==> config.mk <==
export PLATFORM = sky130hd
export DESIGN_NAME = t02_wishbone_arbiter
export DESIGN_NICKNAME = d
export VERILOG_FILES = /design/src/rtl/t02_wishbone_arbiter.sv
export SDC_FILE = /design/constraint.sdc
export NUM_CORES = 1
export LEC_CHECK = 0
export ABC_AREA = 1
export CAP_MARGIN = 20
export CORE_AREA = 5 5 110 138
export CTS_CLUSTER_SIZE = 30
export DETAILED_ROUTE_END_ITERATION = 8
export DIE_AREA = 0 0 115 143
export PLACE_DENSITY = 0.81
export SYNTH_ARGS = -nofsm -noshare
export SYNTH_HDL_FRONTEND = slang
export SYNTH_SLANG_ARGS = --single-unit
==> constraint.sdc <==
create_clock -name clk -period 1.8 [get_ports clk]
set_input_delay 0.18 -clock clk [delete_from_list [all_inputs] [get_ports clk]]
set_output_delay 0.18 -clock clk [all_outputs]
set_load 0.02 [all_outputs]
==> src/rtl/t02_wishbone_arbiter.sv <==
// Round-robin Wishbone classic-cycle manager: NUM_REQ requesters share one bus,
// with per-requester byte select, a bus timeout that aborts with an error pulse, and a global enable.
module t02_wishbone_arbiter #(
    parameter int unsigned NUM_REQ        = 2,
    parameter int unsigned ADDR_W         = 32,
    parameter int unsigned DATA_W         = 32,
    parameter int unsigned TIMEOUT_CYCLES = 255
) (
    input  logic                      clk,
    input  logic                      nrst,
    input  logic                      en,
    input  logic [NUM_REQ*ADDR_W-1:0] req_adr,
    input  logic [NUM_REQ*DATA_W-1:0] req_wdat,
    input  logic [NUM_REQ*(DATA_W/8)-1:0] req_sel,
    input  logic [NUM_REQ-1:0]        req_we,
    input  logic [NUM_REQ-1:0]        req_re,
    output logic [DATA_W-1:0]         req_rdat,
    output logic [NUM_REQ-1:0]        req_busy,
    output logic [NUM_REQ-1:0]        req_done,
    output logic [NUM_REQ-1:0]        req_err,
    output logic [ADDR_W-1:0]         ADR_O,
    output logic [DATA_W-1:0]         DAT_O,
    output logic [DATA_W/8-1:0]       SEL_O,
    output logic                      WE_O,
    output logic                      STB_O,
    output logic                      CYC_O,
    input  logic [DATA_W-1:0]         DAT_I,
    input  logic                      ACK_I
);

    localparam int unsigned SEL_W = DATA_W / 8;
    localparam int unsigned GNT_W = (NUM_REQ > 1) ? $clog2(NUM_REQ) : 1;
    localparam int unsigned CNT_W = (TIMEOUT_CYCLES > 0) ? $clog2(TIMEOUT_CYCLES + 1) : 1;
    localparam logic [CNT_W-1:0] CNT_MAX  = CNT_W'(TIMEOUT_CYCLES);
    localparam logic [CNT_W-1:0] CNT_LAST = CNT_W'((TIMEOUT_CYCLES > 0) ? TIMEOUT_CYCLES - 1 : 0);
    localparam bit TIMEOUT_EN = (TIMEOUT_CYCLES > 0);

    typedef enum logic [1:0] {IDLE, BUS, DONE} state_e;

    state_e              state_q, state_d;
    logic [GNT_W-1:0]    last_grant_q, last_grant_d;
    logic [ADDR_W-1:0]   adr_q, adr_d;
    logic [DATA_W-1:0]   dat_q, dat_d;
    logic [SEL_W-1:0]    sel_q, sel_d;
    logic                we_q, we_d;
    logic                stb_q, stb_d;
    logic                cyc_q, cyc_d;
    logic [DATA_W-1:0]   rdat_q, rdat_d;
    logic [NUM_REQ-1:0]  done_q, done_d;
    logic [NUM_REQ-1:0]  err_q, err_d;
    logic [CNT_W-1:0]    cnt_q, cnt_d;

    logic [NUM_REQ-1:0]  active;
    logic                gnt_found;
    logic [GNT_W-1:0]    gnt_idx;
    int unsigned         cand;
    logic                timeout_hit;

    assign active      = req_we | req_re;
    assign req_busy    = active & ~done_q;
    assign timeout_hit = TIMEOUT_EN && (cnt_q == CNT_LAST);

    // Round-robin search starting one past the last granted channel
    always_comb begin
        gnt_found = 1'b0;
        gnt_idx   = last_grant_q;
        cand      = 0;
        for (int unsigned off = 1; off <= NUM_REQ; off++) begin
            cand = (32'(last_grant_q) + off) % NUM_REQ;
            if (!gnt_found && active[GNT_W'(cand)]) begin
                gnt_found = 1'b1;
                gnt_idx   = GNT_W'(cand);
            end
        end
    end

    always_comb begin
        state_d      = state_q;
        last_grant_d = last_grant_q;
        adr_d        = adr_q;
        dat_d        = dat_q;
        sel_d        = sel_q;
        we_d         = we_q;
        stb_d        = stb_q;
        cyc_d        = cyc_q;
        rdat_d       = rdat_q;
        cnt_d        = cnt_q;
        done_d       = '0;
        err_d        = '0;
        case (state_q)
            IDLE: begin
                if (en && gnt_found) begin
                    state_d      = BUS;
                    last_grant_d = gnt_idx;
                    adr_d        = req_adr[gnt_idx*ADDR_W +: ADDR_W];
                    dat_d        = req_wdat[gnt_idx*DATA_W +: DATA_W];
                    sel_d        = req_sel[gnt_idx*SEL_W +: SEL_W];
                    we_d         = req_we[gnt_idx];
                    stb_d        = 1'b1;
                    cyc_d        = 1'b1;
                    cnt_d        = '0;
                end
            end
            BUS: begin
                // ACK takes priority over a timeout landing in the same cycle
                if (ACK_I) begin
                    state_d              = DONE;
                    stb_d                = 1'b0;
                    cyc_d                = 1'b0;
                    we_d                 = 1'b0;
                    done_d[last_grant_q] = 1'b1;
                    if (!we_q) begin
                        rdat_d = DAT_I;
                    end
                end else if (timeout_hit) begin
                    state_d              = DONE;
                    stb_d                = 1'b0;
                    cyc_d                = 1'b0;
                    done_d[last_grant_q] = 1'b1;
                    err_d[last_grant_q]  = 1'b1;
                end else if (cnt_q != CNT_MAX) begin
                    cnt_d = cnt_q + CNT_W'(1);
                end
            end
            DONE: begin
                state_d = IDLE;
            end
            default: begin
                state_d = IDLE;
            end
        endcase
    end

    always_ff @(posedge clk or negedge nrst) begin
        if (!nrst) begin
            state_q      <= IDLE;
            last_grant_q <= GNT_W'(NUM_REQ - 1);
            adr_q        <= '0;
            dat_q        <= '0;
            sel_q        <= '0;
            we_q         <= 1'b0;
            stb_q        <= 1'b0;
            cyc_q        <= 1'b0;
            rdat_q       <= '0;
            done_q       <= '0;
            err_q        <= '0;
            cnt_q        <= '0;
        end else begin
            state_q      <= state_d;
            last_grant_q <= last_grant_d;
            adr_q        <= adr_d;
            dat_q        <= dat_d;
            sel_q        <= sel_d;
            we_q         <= we_d;
            stb_q        <= stb_d;
            cyc_q        <= cyc_d;
            rdat_q       <= rdat_d;
            done_q       <= done_d;
            err_q        <= err_d;
            cnt_q        <= cnt_d;
        end
    end

    assign ADR_O    = adr_q;
    assign DAT_O    = dat_q;
    assign SEL_O    = sel_q;
    assign WE_O     = we_q;
    assign STB_O    = stb_q;
    assign CYC_O    = cyc_q;
    assign req_rdat = rdat_q;
    assign req_done = done_q;
    assign req_err  = err_q;

endmodule

Yosys cells after proc, flatten, opt, wreduce, memory -nomap -nowiden
Index checks and enable logic that the tools add are counted.
Word-level totals
  logic and storage cells: 80
  register bits after elaboration: 117
  bits of input ports: 176
Operators by class
  $add $sub $neg: 3
  equality and inequality tests: 9
  multiplexer cells: 33
  order comparisons: 5
  bitwise operators: 4
  reduce and logical (&&, ||, !) cells: 12
  shifts and indexed selects: 3
Operators by type and width (count)
  $shiftx 64x7->32: 2
  $mux 8: 4
  $mux 1: 16
  $mux 2: 8
  $pmux 8 s2: 1
  $ne 2x2->1 const B: 5
  $reduce_and 3->1: 3
  $add 8x1->8 const B: 1
  $eq 8x8->1 const B: 1
  $lt 1x2->1 const B: 4
  $ne 8x8->1 const B: 1
  $shiftx 8x4->4: 1
  $reduce_and 5->1: 1
  $pmux 1 s2: 2
  $pmux 2 s2: 1
  $reduce_and 2->1: 2
  $logic_and 1x1->1: 3
  $ne 3x3->1 const B: 1
  $add 1x1->1 const B: 2
  $and 2x2->2: 1
  $eq 2x1->1 const B: 1
  $logic_not 2->1: 1
  $not 2->2: 1
  $or 2x2->2: 1
  5 further kinds: 5

Longest topological paths before layout
  depth after elaboration: 11
  depth in mapped cells: 9
  mapped depth without buffers: 9

Worst setup path after synthesis
Ideal clock, no wire load.
  kind: register to register
  from: register cnt_q[0]
  to: register cnt_q[2]
  slack: 448 ps
  clock period less this slack: 1352 ps
  buffers on the path: 0
  setup time: 117 ps
  arrival: 1235 ps
  stages on the path, launching flop included: 8
  path through: dfrtp_1 > ha_1 > nand3_1 > nand2_1 > nand3_2 > nand3_1 > nand2_1 > nand2_1
On the way
  cells in the longest elaborated chain, start to end: 5
  elaborated cells between the ends (all ways): 10
RTL lines
  start, declared: line 51  | logic [CNT_W-1:0] cnt_q, cnt_d;
  start signal, assigned: line 160  | cnt_q <= cnt_d;
  $add 8x1->8: line 122  | cnt_d = cnt_q + CNT_W'(1);
  $mux 8: line 121  | end else if (cnt_q != CNT_MAX) begin
  $mux 8: line 115  | end else if (timeout_hit) begin
  $mux 8: line 106  | if (ACK_I) begin
  $pmux 8 s2: line 90  | case (state_q)
Parallel ways exist; a longest one is shown, timed or not. The select of a mux whose other input is x is not followed.
A chain may end at the register's enable or synchronous reset.

Worst setup path after layout
  from: register done_q[0] (netlist: req_done[0])
  to: output req_busy[0]
On the way
  cells in the longest elaborated chain, start to end: 2
RTL lines
  start, declared: line 49  | logic [NUM_REQ-1:0] done_q, done_d;
  start signal, assigned: line 158  | done_q <= done_d;
  $not 2->2: line 60  | assign req_busy = active & ~done_q;
  $and 2x2->2: line 60
  end, declared: line 18  | output logic [NUM_REQ-1:0] req_busy,
Every way passes these cells.

==> results by group <==
Run status
  – Status: complete, no violations

Timing
  – Setup slack after layout: between 40 and 50 ps
  – Max Clock Skew: around 17 ps
  – Final worst path period share: 0.9760
  – Setup TNS: 0 ps
  – Slew margin rel.: 0.7705
  – Final hold viol count: 0
  – Unrepaired setup endpoints after global routing: false
  – Worst-margin pin slew: roughly 340 ps
  – Post-layout min period: 1757 ps
  – Pins over their slew limit: 0
  – Max Fclk: 0.5692 GHz
  – Finish-stage setup viols: 0

Synthesis
  – Top cell type's share of synthesized area: 0.5540
  – Dominant cells by area after synthesis: dfrtp_1 55%, nand2_1 8.1%, o21ai_0 6.6%, mux2_1 6.4%, o21ai_1 5.7%
  – Cell area after synthesis: approximately 0.0052 mm2
  – Yosys cell types: 30
  – Post-Syn Instances: ~560
  – Post-Syn Nets: approximately 740
  – Post-synth top area cell: dfrtp_1
  – Synth Register Bits: 117
  – Register area share after synthesis: 0.5590
  – Synth Area per Inst: between 9 and 10 um2
  – Warnings from Yosys: 0

Floorplan
  – Top Ports: about 290
  – Rows: 48
  – Die area: around 0.016 mm2
  – Core Footprint: roughly 0.014 mm2
  – Starting Density: 0.3827
  – Die width: 115 um
  – Die Span Y: around 140 um

Pwr
  – Peak supply drop: between 800 and 900 uV
  – Pwr dens: 1667 mW/mm2
  – Final Power: approximately 15 mW
  – LEAKAGE: 3.816 nW

Final layout
  – Final Net Count: about 1,000
  – Non-Filler Instances: 1,038
  – N_diodes: 0
  – Synth-to-Final Area Change: 70.85%
  – Most common cell after layout, fill and taps aside: clkdlybuf4s50_1
  – Fraction of layout cells with a size suffix above 1: 0.09386
  – Commonest non-fill, non-tap cells in the layout: 283 x clkdlybuf4s50_1, 116 x dfrtp_1, 113 x nand2_1, 78 x nor2_1, 69 x o21ai_0

Setup path
  – Critical Path End Type: output port
  – Levels on crit path: 2
  – Critical Path Start Type: flip-flop
  – WP data arrival: between 1500 and 2000 ps
  – Worst path bufs/invs: 1
  – Worst EP required: ~1600 ps
  – Reg2reg path depth: 8
  – Critical path's largest stage delay: roughly 650 ps
  – Cell family contributing the most delay on the critical path: buffers and inverters
  – CP max stage cell: clkdlybuf4s50_1
  – Crit-path max FO: 2
  – Crit path cell chain: nor2_1, clkdlybuf4s50_1
  – Worst setup path class: reg -> out

Clock network
  – Clk buf depth: 2
  – Clock latency at the later pin of the worst-skew pair: between 400 and 500 ps
  – Setup Buffers After CTS: 0
  – CTS tree: done
  – Clk sinks: 117
  – Htree depth: 4
  – Cts repair resizes: 0
  – Clk slew on worst S/H paths: 50 ps
  – # hold bufs at CTS: 1
  – Root Buffer: clkbuf_16
  – Total CTS buffers: 17

Global route
  – Total Routing Usage GR: 0.2102
  – Gr ovfl total: 0
  – Vias in the first global route: 5,119
  – Antenna violations before repair: 0
  – First-pass GRT wire length: approximately 27 mm
  – Largest net degree at the start of global routing: between 60 and 70

Routing
  – First-pass DRT Iterations: 4
  – DRT iter0 DRCs: 279
  – Final WL: 17.33 mm
  – DR vias: roughly 5,000
  – DRC: 0
  – Routed vias/inst: 4.858
  – Wirelength per Cell: 16.70 um
  – Routed Antenna Nets: 0

Placed design
  – IO Port Bufs: 284
  – Post-Place Cells: ~1,000
  – DP Worst Slack: roughly 53 ps
  – Post-DP HPWL: approximately 13 mm
  – Placer Congestion: slightly above 0.8

Min path
  – Worst Hold Class: in -> async

Flow run
  – Maxcap violations: 0
cell usage after synthesis:
library cell  count
o21ai_2          10
or2_1             1
o21ai_1          60
dfstp_2           1
nand3_4           1
xor2_1            1
nand3_1           9
buf_1             5
ha_1              2
inv_2             5
buf_4             1
o21bai_1          1
nand3b_1          2
nand2_1         113
o21ai_0          69
mux2_2            2
nand4_1           1
mux2_1           30
nor3_1            2
nor2_1           78
buf_2            14
dfrtp_1         116
buf_8             1
buf_6             4
nand2_2           3
nand3_2           1
inv_1             8
xnor2_1           2
clkbuf_1          7
nor2_2           13
cell type report:
class	instances	area (um2)
timing repair buffer	301	3108
sequential	117	2929
clock buffer	22	464.2
multi-input combinational	401	2079
clock inverter	9	103.9
tap	175	219.0
fill	1095	4741
inverter	13	48.80
report_power, final:
group	total [mW]	switching [mW]	internal [mW]
clock	3.27	1.18	2.09
combinational	7.13	3.74	3.39
sequential	4.52	0.690	3.83
total	14.9	5.60	9.32
kinds of logic after synthesis:
kind of cell,count (synthesis),share of synthesized area
AOI/OAI and AO/OA,140,0.1414
muxes,32,0.06877
buffers and inverters,45,0.04418
xor gates and xnor gates,3,0.005015
adders and majority gates,2,0.004775
and+or+nand+nor,224,0.1769
DFF,117,0.5590
sequential cells by signal, indices dropped and copies added (netlist names), 2 cells and up:
signal / count
DAT_O: 32
req_done: 2
state_q: 2
cnt_q: 8
SEL_O: 4
req_err: 2
req_rdat: 32
ADR_O: 32
through the flow:
stage                     utilization  instance area [um2]  hold slack, ps
after floorplan                     -                 5240          -115.6
after global placement         0.6116                 8374          -13.61
after detailed placement       0.6116                 8374          -12.65
after CTS                      0.6538                 8952           104.2
after global routing           0.6538                 8952           123.1
final                          0.6538                 8952           120.1
worst reg2reg max path, stage by stage (launching register included):
cell     delay (ps)
dfstp_2         570
inv_2            60
nand2_1          80
nand2_2         100
inv_2           200
buf_12          200
buf_12          140
nor2_1           40
o21ai_1         140
layer usage:
metal	vias to the layer above	track usage	part of all wire
met5	-	0	0
met4	0	0.09023	0.028
met3	34	0.07334	0.10
met2	236	0.3698	0.51
met1	2334	0.2272	0.36
li1	2439	-	-
path summary, 6_finish.rpt:
kind / from / end / slack [ps]
min in group clk: req_wdat[28] / DAT_O[28] / 370
worst max-delay path: req_done[0] / req_busy[0] / 40
worst min register to register: ADR_O[5] / ADR_O[5] / 480
worst min-delay path: nrst / req_rdat[3] / 120
max in group asynchronous: nrst / ADR_O[30] / 1160
worst max register to register: last_grant_q / DAT_O[11] / 200
Note: power is estimated with default switching activity, not from simulation.
